===== config.mk =====
export PLATFORM = sky130hd
export DESIGN_NAME = rom_arbiter_flat
export DESIGN_NICKNAME = d
export VERILOG_FILES = /design/src/rtl/rom_arb_pkg.sv /design/src/rtl/rom_arbiter_if.sv /design/src/rtl/rom_rsp_slot.sv /design/src/rtl/rom_arbiter.sv /design/src/flat_wrapper.sv
export SDC_FILE = /design/constraint.sdc
export NUM_CORES = 1
export LEC_CHECK = 0
export CAP_MARGIN = 20
export CELL_PAD_IN_SITES_DETAIL_PLACEMENT = 0
export CELL_PAD_IN_SITES_GLOBAL_PLACEMENT = 2
export CORE_MARGIN = 1
export CORE_UTILIZATION = 28
export CTS_CLUSTER_DIAMETER = 120
export DETAILED_ROUTE_END_ITERATION = 8
export HOLD_SLACK_MARGIN = 0.12
export MAX_ROUTING_LAYER = met4
export PLACE_DENSITY_LB_ADDON = 0.1
export REMOVE_ABC_BUFFERS = 1
export SYNTH_ARGS = -nofsm -noshare
export SYNTH_HDL_FRONTEND = slang
export SYNTH_SLANG_ARGS = --single-unit

===== constraint.sdc =====
create_clock -name clk -period 4.8 [get_ports clk]
set_input_delay 1.44 -clock clk [delete_from_list [all_inputs] [get_ports clk]]
set_output_delay 1.44 -clock clk [all_outputs]
set_load 0.1 [all_outputs]

===== src/rtl/rom_arb_pkg.sv =====
// ============================================================================
// Module  : rom_arb_pkg
// Brief   : Shared types and defaults for the program-ROM read-port arbiter.
// Rev     : 1.0  initial release
// ============================================================================
`default_nettype none

package rom_arb_pkg;

    localparam logic PORT_F = 1'b0;
    localparam logic PORT_D = 1'b1;

    localparam int AW_DEF = 6;
    localparam int DW_DEF = 32;

    typedef enum logic [0:0] {
        SLOT_EMPTY = 1'b0,
        SLOT_FULL  = 1'b1
    } slot_state_t;

endpackage

`default_nettype wire


===== src/rtl/rom_arbiter_if.sv =====
// ============================================================================
// Module  : rom_arbiter_if
// Brief   : Fetch/data requester handshakes plus the ROM read port.
// Rev     : 1.0  initial release
// ============================================================================
`default_nettype none

interface rom_arbiter_if #(
    parameter int AW = 6,
    parameter int DW = 32
) ();

    logic          f_req;
    logic [AW-1:0] f_ad;
    logic          f_gnt;
    logic          f_rvalid;
    logic [DW-1:0] f_rd;
    logic          f_err;
    logic          f_rready;

    logic          d_req;
    logic [AW-1:0] d_ad;
    logic          d_gnt;
    logic          d_rvalid;
    logic [DW-1:0] d_rd;
    logic          d_err;
    logic          d_rready;

    logic [AW-1:0] mem_ad;
    logic [DW-1:0] mem_rd;

    // Arbiter side
    modport slave (
        input  f_req, f_ad, f_rready, d_req, d_ad, d_rready, mem_rd,
        output f_gnt, f_rvalid, f_rd, f_err,
        output d_gnt, d_rvalid, d_rd, d_err,
        output mem_ad
    );

    // Requesters and ROM side
    modport master (
        output f_req, f_ad, f_rready, d_req, d_ad, d_rready, mem_rd,
        input  f_gnt, f_rvalid, f_rd, f_err,
        input  d_gnt, d_rvalid, d_rd, d_err,
        input  mem_ad
    );

endinterface

`default_nettype wire


===== src/rtl/rom_rsp_slot.sv =====
// ============================================================================
// Module  : rom_rsp_slot
// Brief   : One-entry registered response slot with rvalid/rready handshake.
// Rev     : 1.0  initial release
// ============================================================================
`default_nettype none

module rom_rsp_slot
    import rom_arb_pkg::*;
#(
    parameter int DW = 32
) (
    input  logic          clk,
    input  logic          rst_n,
    input  logic          load,
    input  logic [DW-1:0] load_rd,
    input  logic          load_err,
    input  logic          rready,
    output logic          full,
    output logic          rvalid,
    output logic [DW-1:0] rd,
    output logic          err
);

    slot_state_t   r_state;
    slot_state_t   w_state_nxt;
    logic [DW-1:0] r_rd;
    logic          r_err;

    always_ff @(posedge clk or negedge rst_n) begin
        if (!rst_n) begin
            r_state <= SLOT_EMPTY;
        end else begin
            r_state <= w_state_nxt;
        end
    end

    // A load while FULL is a reload: old response consumed, new one captured.
    always_comb begin
        w_state_nxt = r_state;
        case (r_state)
            SLOT_EMPTY: if (load) w_state_nxt = SLOT_FULL;
            SLOT_FULL: begin
                if (load)        w_state_nxt = SLOT_FULL;
                else if (rready) w_state_nxt = SLOT_EMPTY;
            end
            default:             w_state_nxt = SLOT_EMPTY;
        endcase
    end

    always_ff @(posedge clk or negedge rst_n) begin
        if (!rst_n) begin
            r_rd  <= '0;
            r_err <= 1'b0;
        end else if (load) begin
            r_rd  <= load_rd;
            r_err <= load_err;
        end
    end

    assign full   = (r_state == SLOT_FULL);
    assign rvalid = (r_state == SLOT_FULL);
    assign rd     = r_rd;
    assign err    = r_err;

endmodule

`default_nettype wire


===== src/rtl/rom_arbiter.sv =====
// ============================================================================
// Module  : rom_arbiter
// Brief   : Shares the program ROM read port between fetch and data requesters.
//           ARB_RR_EN defined -> round-robin; undefined -> fetch has priority.
// Rev     : 1.0  initial release
// ============================================================================
`default_nettype none

module rom_arbiter
    import rom_arb_pkg::*;
#(
    parameter int AW = AW_DEF,
    parameter int DW = DW_DEF
) (
    input  logic         clk,
    input  logic         rst_n,
    rom_arbiter_if.slave bus
);

    logic          w_f_full;
    logic          w_d_full;
    logic          w_f_elig;
    logic          w_d_elig;
    logic          w_pick_d;
    logic          w_f_gnt;
    logic          w_d_gnt;
    logic [AW-1:0] w_mem_ad;
    logic          w_mem_err;

    // A full slot can still accept when its consumer drains it this cycle.
    assign w_f_elig = bus.f_req && (!w_f_full || bus.f_rready);
    assign w_d_elig = bus.d_req && (!w_d_full || bus.d_rready);

`ifdef ARB_RR_EN
    logic r_last;

    assign w_pick_d = w_d_elig && (!w_f_elig || (r_last == PORT_F));

    always_ff @(posedge clk or negedge rst_n) begin
        if (!rst_n) begin
            r_last <= PORT_D;
        end else if (w_f_gnt) begin
            r_last <= PORT_F;
        end else if (w_d_gnt) begin
            r_last <= PORT_D;
        end
    end
`else
    assign w_pick_d = w_d_elig && !w_f_elig;
`endif

    assign w_d_gnt   = rst_n && w_pick_d;
    assign w_f_gnt   = rst_n && w_f_elig && !w_pick_d;
    assign w_mem_ad  = w_d_gnt ? bus.d_ad : bus.f_ad;
    assign w_mem_err = |w_mem_ad[1:0];

    assign bus.f_gnt  = w_f_gnt;
    assign bus.d_gnt  = w_d_gnt;
    assign bus.mem_ad = w_mem_ad;

    rom_rsp_slot #(.DW(DW)) u_f_slot (
        .clk      (clk),
        .rst_n    (rst_n),
        .load     (w_f_gnt),
        .load_rd  (bus.mem_rd),
        .load_err (w_mem_err),
        .rready   (bus.f_rready),
        .full     (w_f_full),
        .rvalid   (bus.f_rvalid),
        .rd       (bus.f_rd),
        .err      (bus.f_err)
    );

    rom_rsp_slot #(.DW(DW)) u_d_slot (
        .clk      (clk),
        .rst_n    (rst_n),
        .load     (w_d_gnt),
        .load_rd  (bus.mem_rd),
        .load_err (w_mem_err),
        .rready   (bus.d_rready),
        .full     (w_d_full),
        .rvalid   (bus.d_rvalid),
        .rd       (bus.d_rd),
        .err      (bus.d_err)
    );

endmodule

`default_nettype wire


===== src/flat_wrapper.sv =====
// flat-port wrapper written by rule: the top's interface ports become plain ports
module rom_arbiter_flat import rom_arb_pkg::*;
#(
    parameter int AW = AW_DEF,
    parameter int DW = DW_DEF
)
  (clk, rst_n, bus_f_req, bus_f_ad, bus_f_rready, bus_d_req, bus_d_ad, bus_d_rready, bus_mem_rd, bus_f_gnt, bus_f_rvalid, bus_f_rd, bus_f_err, bus_d_gnt, bus_d_rvalid, bus_d_rd, bus_d_err, bus_mem_ad);
  rom_arbiter_if #(.AW(AW), .DW(DW)) bus_i ();
  input  logic clk;
  input  logic rst_n;
  input wire logic [$bits(bus_i.f_req)-1:0] bus_f_req;
  input wire logic [$bits(bus_i.f_ad)-1:0] bus_f_ad;
  input wire logic [$bits(bus_i.f_rready)-1:0] bus_f_rready;
  input wire logic [$bits(bus_i.d_req)-1:0] bus_d_req;
  input wire logic [$bits(bus_i.d_ad)-1:0] bus_d_ad;
  input wire logic [$bits(bus_i.d_rready)-1:0] bus_d_rready;
  input wire logic [$bits(bus_i.mem_rd)-1:0] bus_mem_rd;
  output wire logic [$bits(bus_i.f_gnt)-1:0] bus_f_gnt;
  output wire logic [$bits(bus_i.f_rvalid)-1:0] bus_f_rvalid;
  output wire logic [$bits(bus_i.f_rd)-1:0] bus_f_rd;
  output wire logic [$bits(bus_i.f_err)-1:0] bus_f_err;
  output wire logic [$bits(bus_i.d_gnt)-1:0] bus_d_gnt;
  output wire logic [$bits(bus_i.d_rvalid)-1:0] bus_d_rvalid;
  output wire logic [$bits(bus_i.d_rd)-1:0] bus_d_rd;
  output wire logic [$bits(bus_i.d_err)-1:0] bus_d_err;
  output wire logic [$bits(bus_i.mem_ad)-1:0] bus_mem_ad;
  assign bus_i.f_req = bus_f_req;
  assign bus_i.f_ad = bus_f_ad;
  assign bus_i.f_rready = bus_f_rready;
  assign bus_i.d_req = bus_d_req;
  assign bus_i.d_ad = bus_d_ad;
  assign bus_i.d_rready = bus_d_rready;
  assign bus_i.mem_rd = bus_mem_rd;
  assign bus_f_gnt = bus_i.f_gnt;
  assign bus_f_rvalid = bus_i.f_rvalid;
  assign bus_f_rd = bus_i.f_rd;
  assign bus_f_err = bus_i.f_err;
  assign bus_d_gnt = bus_i.d_gnt;
  assign bus_d_rvalid = bus_i.d_rvalid;
  assign bus_d_rd = bus_i.d_rd;
  assign bus_d_err = bus_i.d_err;
  assign bus_mem_ad = bus_i.mem_ad;
  rom_arbiter #(.AW(AW), .DW(DW)) u_core (.clk(clk), .rst_n(rst_n), .bus(bus_i));
endmodule

# Word-level counts from Yosys, hierarchy flattened
# Cells that the tools add are included.
# W data, S select, Z words.
[word_totals]
register_bits = 68
[classes]
muxes = 9
n_bitwise = 2
n_reduce_logical = 13
[op_table]
columns = ["cell", "n"]
rows = [
  ["$logic_and A1 B1 Y1", 6],
  ["$mux W1", 6],
  ["$mux W6", 1],
  ["$logic_not A1 Y1", 4],
  ["$pmux W1 S2", 2],
  ["$logic_or A1 B1 Y1", 2],
  ["$not A1 Y1", 2],
  ["$reduce_or A2 Y1", 1],
]

# Longest topological paths before layout
# Gate-level depths: netlist (run 1).
[depth]
ltp_word = 9
ltp_mapped = 4
ltp_nobuf = 3

# By module
# From an unflattened synthesis (run 1), not the netlist that was laid out.
[unflattened]
hier_cells = 162
area_unflattened_um2 = 2982.9
[modules_own_cells]
columns = ["module", "instances", "cells_each", "area_per_inst_um2", "seq_area_each_um2"]
rows = [
  ["rom_rsp_slot", 2, 74, 1421.4, 850.8],
  ["rom_arbiter", 1, 14, 140.1, 0.0],
]

# Least setup slack after synthesis (run 1)
# No wires, ideal clock.
[synth_timing]
path_type = "input -> output"
from = "input port bus_f_rready"
to = "output port bus_mem_ad[0]"
arrival_time_ns = 2.884
path_slack_ns = 0.476
cell_stages = 4
cell_sequence = "nand2b_4 -> a211oi_4 -> buf_6 -> mux2_2"
[synth_via]
elab_chain_len = 6
[synth_lines]
columns = ["element", "line_no", "source"]
rows = [
  ["start: declaration", "flat_wrapper.sv:13", "input wire logic [$bits(bus_i.f_rready)-1:0] bus_f_rready;"],
  ["$logic_or A1 B1 Y1", "rom_arbiter.sv:31", "assign w_f_elig = bus.f_req && (!w_f_full || bus.f_rready);"],
  ["$logic_and A1 B1 Y1", "rom_arbiter.sv:31", ""],
  ["$logic_not A1 Y1", "rom_arbiter.sv:49", "assign w_pick_d = w_d_elig && !w_f_elig;"],
  ["$logic_and A1 B1 Y1", "rom_arbiter.sv:49", ""],
  ["$logic_and A1 B1 Y1", "rom_arbiter.sv:52", "assign w_d_gnt = rst_n && w_pick_d;"],
  ["named net bus_d_gnt", "flat_wrapper.sv:22", "output wire logic [$bits(bus_i.d_gnt)-1:0] bus_d_gnt;"],
  ["$mux W6", "rom_arbiter.sv:54", "assign w_mem_ad = w_d_gnt ? bus.d_ad : bus.f_ad;"],
  ["end: declaration", "flat_wrapper.sv:26", "output wire logic [$bits(bus_i.mem_ad)-1:0] bus_mem_ad;"],
]
# The timed path passes the listed nets, and every way through them passes these cells.

# Final worst setup path (run 1)
[layout_timing]
from = "input port bus_f_rready"
to = "output port bus_mem_ad[3]"
[layout_via]
elab_chain_len = 6
[layout_lines]
columns = ["element", "line_no"]
rows = [
  ["$logic_or A1 B1 Y1", "rom_arbiter.sv:31"],
  ["$logic_and A1 B1 Y1", "rom_arbiter.sv:31"],
  ["$logic_not A1 Y1", "rom_arbiter.sv:49"],
  ["$logic_and A1 B1 Y1", "rom_arbiter.sv:49"],
  ["$logic_and A1 B1 Y1", "rom_arbiter.sv:52"],
  ["$mux W6", "rom_arbiter.sv:54"],
]
# Every way passes these cells.

==> flow_summary.yaml, run 1 <==
global_route:
  grt_max_degree: 69
  grt_pass1_vias: 1889
  overflow: 0
  track_usage_pct: 14.0
  antenna_found_initial: 0
  grt_pass1_wl_um: 10100
final_layout:
  instances_no_fill: 409
  nets: 344
  drive_gt1_share_pct: 33.2
  postLayoutCoreUtil_pct: 46.4
  nFillCells: 839
  diodes: 0
  area_growth_pct: 61.0
run:
  cap_violations: 0
timing:
  drv_slew: 0
  finalSetupViolCount: 0
  rsz0062_at_grt: "no"
  max_freq_mhz: 224
  slew_headroom_pct: 33.3
  period_share_pct: 92.9
  clock_skew_ns: 0.00873
  fin_ws_ns: 0.340
  period_minus_slack_ns: 4.46
  hold_viol: 0
  whs_ns: 0.498
  worst_slew_pin_slew_ns: 0.998
yosys:
  syn_avg_cell_area_um2: 16.7
  ys_ff_latch: 68
  yosys.area.top_type: "dfrtp_1"
  syn-cell-area_mm2: 0.00265
  yosysWarnings: 0
  synth_edf_count: 0
  synthTopCellsByArea: "dfrtp_1 64%, mux2_2 28%, buf_6 1.7%, mux2_1 1.3%, a211oi_4 0.75%"
  synth.distinct_cells: 14
  synth_commonest_cells: "68 x dfrtp_1, 67 x mux2_2, 4 x buf_6"
  async_flop_share_pct: 100
  syn_inst: 159
  ys.flop_type: "dfrtp_1"
  synth_most_common_cell: "dfrtp_1"
  synth_top_area_share_pct: 64.2
  ys_seq_area_share_pct: 64.2
place:
  port_buffers: 125
  routabilityCongestion: 0.639
  hpwlAfterDp_um: 4450
  placed_cells: 394
  place_ws_ns: 0.329
die:
  dieArea_mm2: 0.00987
  core_mm2: 0.00920
  dieHeight_um: 99.3
  start_util_pct: 28.8
  dieWidth_um: 99.3
  rows: 35
  ioPinCount: 126
routing:
  wirelength_um: 6350
  drt_iter0_drc: 50
  via_per_inst: 4.31
  firstDrtPassIters: 4
  wl_per_cell_um: 15.5
  drcViolationCount: 0
  dr_total_vias: 1763
  ant_nets: 0
clock_network:
  ctsHoldBuffers: 0
  clock-sinks: 68
  cts_tree: "built"
  clk_path_buf_depth: 2
  htree_num_levels: 3
  cts_made_buffers: 9
  post_cts_buffers: 0
  path_clk_slew_ns: 0.06
  clk_latency_ns: 0.33
  cts.repair.resized: 0
  clockRootBuffer: "clkbuf_8"
worst_setup_path:
  cp_top_family: "buffers and inverters"
  path_cells: "clkdlybuf4s50_1, nand2b_4, a211oi_4, buf_4, mux2_2, buf_12"
  required_ns: 3.36
  endpoint_kind: "primary output"
  crit_slowest_cell: "clkdlybuf4s50_1"
  critPathKind: "in2out"
  path_max_fanout: 10
  cp_num_buf_inv: 3
  critPathMaxStageDelay_ns: 0.40
  cp-start-kind: "input pin"
  cp.arrival_ns: 3.02
power:
  powerDensity_mw_per_mm2: 598
  ir_drop_v: 0.000230
  power_leakage_nw: 1.79
outcome:
  status: "finished, final reports clean"
hold_path:
  hp-class: "reg2reg"
## registers in the layout, summed over array words and instances, names as in the netlist
| name | count |
|---|---|
| u_core.u_d_slot.err | 1 |
| u_core.u_f_slot.err | 1 |
| u_core.u_f_slot.full | 1 |
| u_core.u_d_slot.full | 1 |
| u_core.u_f_slot.rd | 32 |
| u_core.u_d_slot.rd | 32 |
## where the power goes
group          switching, mW  internal (mW)
Combinational           1.05          0.344
Sequential            0.0569          0.691
Clock                  0.199          0.212
Total                   1.31           1.25
## worst reg2reg max path, cell delays in order, from the launching register on
cell      delay (ns)
dfrtp_1         0.37
nor2b_1         0.17
a211oi_4        0.22
buf_4           0.23
buf_4           0.25
mux2_2          0.36
## cell usage in the layout, fill, tap and decap left out, drive strengths merged, types with 2 or more instances in the layout
cell / n
clkdlybuf4s50: 116
mux2: 70
dfrtp: 68
buf: 15
clkbuf: 13
inv: 3
nand2: 2
nor2: 2
mux2i: 2
clkinv: 2
## final timing paths
kind	cells past startpoint	slack [ns]	startpoint	end
worst min register to register	1	0.50	u_core.u_d_slot.rd[17]	u_core.u_d_slot.rd[17]
min in group asynchronous	2	1.38	rst_n	u_core.u_f_slot.rd[22]
max in group asynchronous	2	2.84	rst_n	u_core.u_f_slot.rd[5]
worst max-delay path	6	0.34	bus_f_rready	bus_mem_ad[3]
worst max register to register	5	3.09	u_core.u_d_slot.full	u_core.u_d_slot.rd[3]
worst min-delay path	1	0.50	u_core.u_d_slot.rd[17]	u_core.u_d_slot.rd[17]
## per-layer routing
| metal | global-route usage, % | routed length (µm) | vias to the layer above |
|---|---|---|---|
| li1 | - | - | 821 |
| met1 | 17.9 | 2820 | 865 |
| met2 | 20.4 | 2990 | 69 |
| met3 | 4.64 | 458 | 8 |
| met4 | 6.11 | 86 | 0 |
| met5 | - | 0 | - |
## per-stage QoR
stage | area (µm²) | power, mW | TNS [ns]
global placement | 4100 | 2.16 | 0
detailed placement | 4100 | 2.16 | 0
CTS | 4270 | 2.59 | 0
finish | 4270 | 2.55 | 0
floorplan | 2590 | 1.79 | -5.45
global route | 4270 | 2.65 | 0
## cell type report
class | instances | area [µm²] | share of cell area [%]
Sequential cell | 68 | 1700 | 39.8
Clock inverter | 2 | 10.0 | 0.234
Inverter | 3 | 11.3 | 0.264
Multi-Input combinational cell | 81 | 880 | 20.6
Timing Repair Buffer | 131 | 1370 | 32.1
Tap cell | 111 | 139 | 3.25
Clock buffer | 13 | 159 | 3.72
## cells by family (layout without fill, tap and decap cells)
logic type      Yosys count  after routing  share of synthesized area, %
buf+inv                  10            149                          2.69
compound gates            1              1                         0.755
flops                    68             68                          64.2
simple gates              8              8                          1.93
mux                      72             72                          30.5
Power figures use the tool's default switching activity.
==> inputs of run 2 (changes only) <==
--- a/config.mk
+++ b/config.mk
@@ -10,7 +10,6 @@
 export CELL_PAD_IN_SITES_GLOBAL_PLACEMENT = 2
 export CORE_MARGIN = 1
 export CORE_UTILIZATION = 28
-export CTS_CLUSTER_DIAMETER = 120
 export DETAILED_ROUTE_END_ITERATION = 8
 export HOLD_SLACK_MARGIN = 0.12
 export MAX_ROUTING_LAYER = met4
==> results of run 2 <==
The final DEF is identical to that of run 1; final timing and power are the same.
==> inputs of run 3 (changes only) <==
--- a/config.mk
+++ b/config.mk
@@ -15,6 +15,7 @@
 export MAX_ROUTING_LAYER = met4
 export PLACE_DENSITY_LB_ADDON = 0.1
 export REMOVE_ABC_BUFFERS = 1
+export SKIP_CTS_REPAIR_TIMING = 1
 export SYNTH_ARGS = -nofsm -noshare
 export SYNTH_HDL_FRONTEND = slang
 export SYNTH_SLANG_ARGS = --single-unit
==> results of run 3 <==
The final DEF is identical to that of run 1; final timing and power are the same.
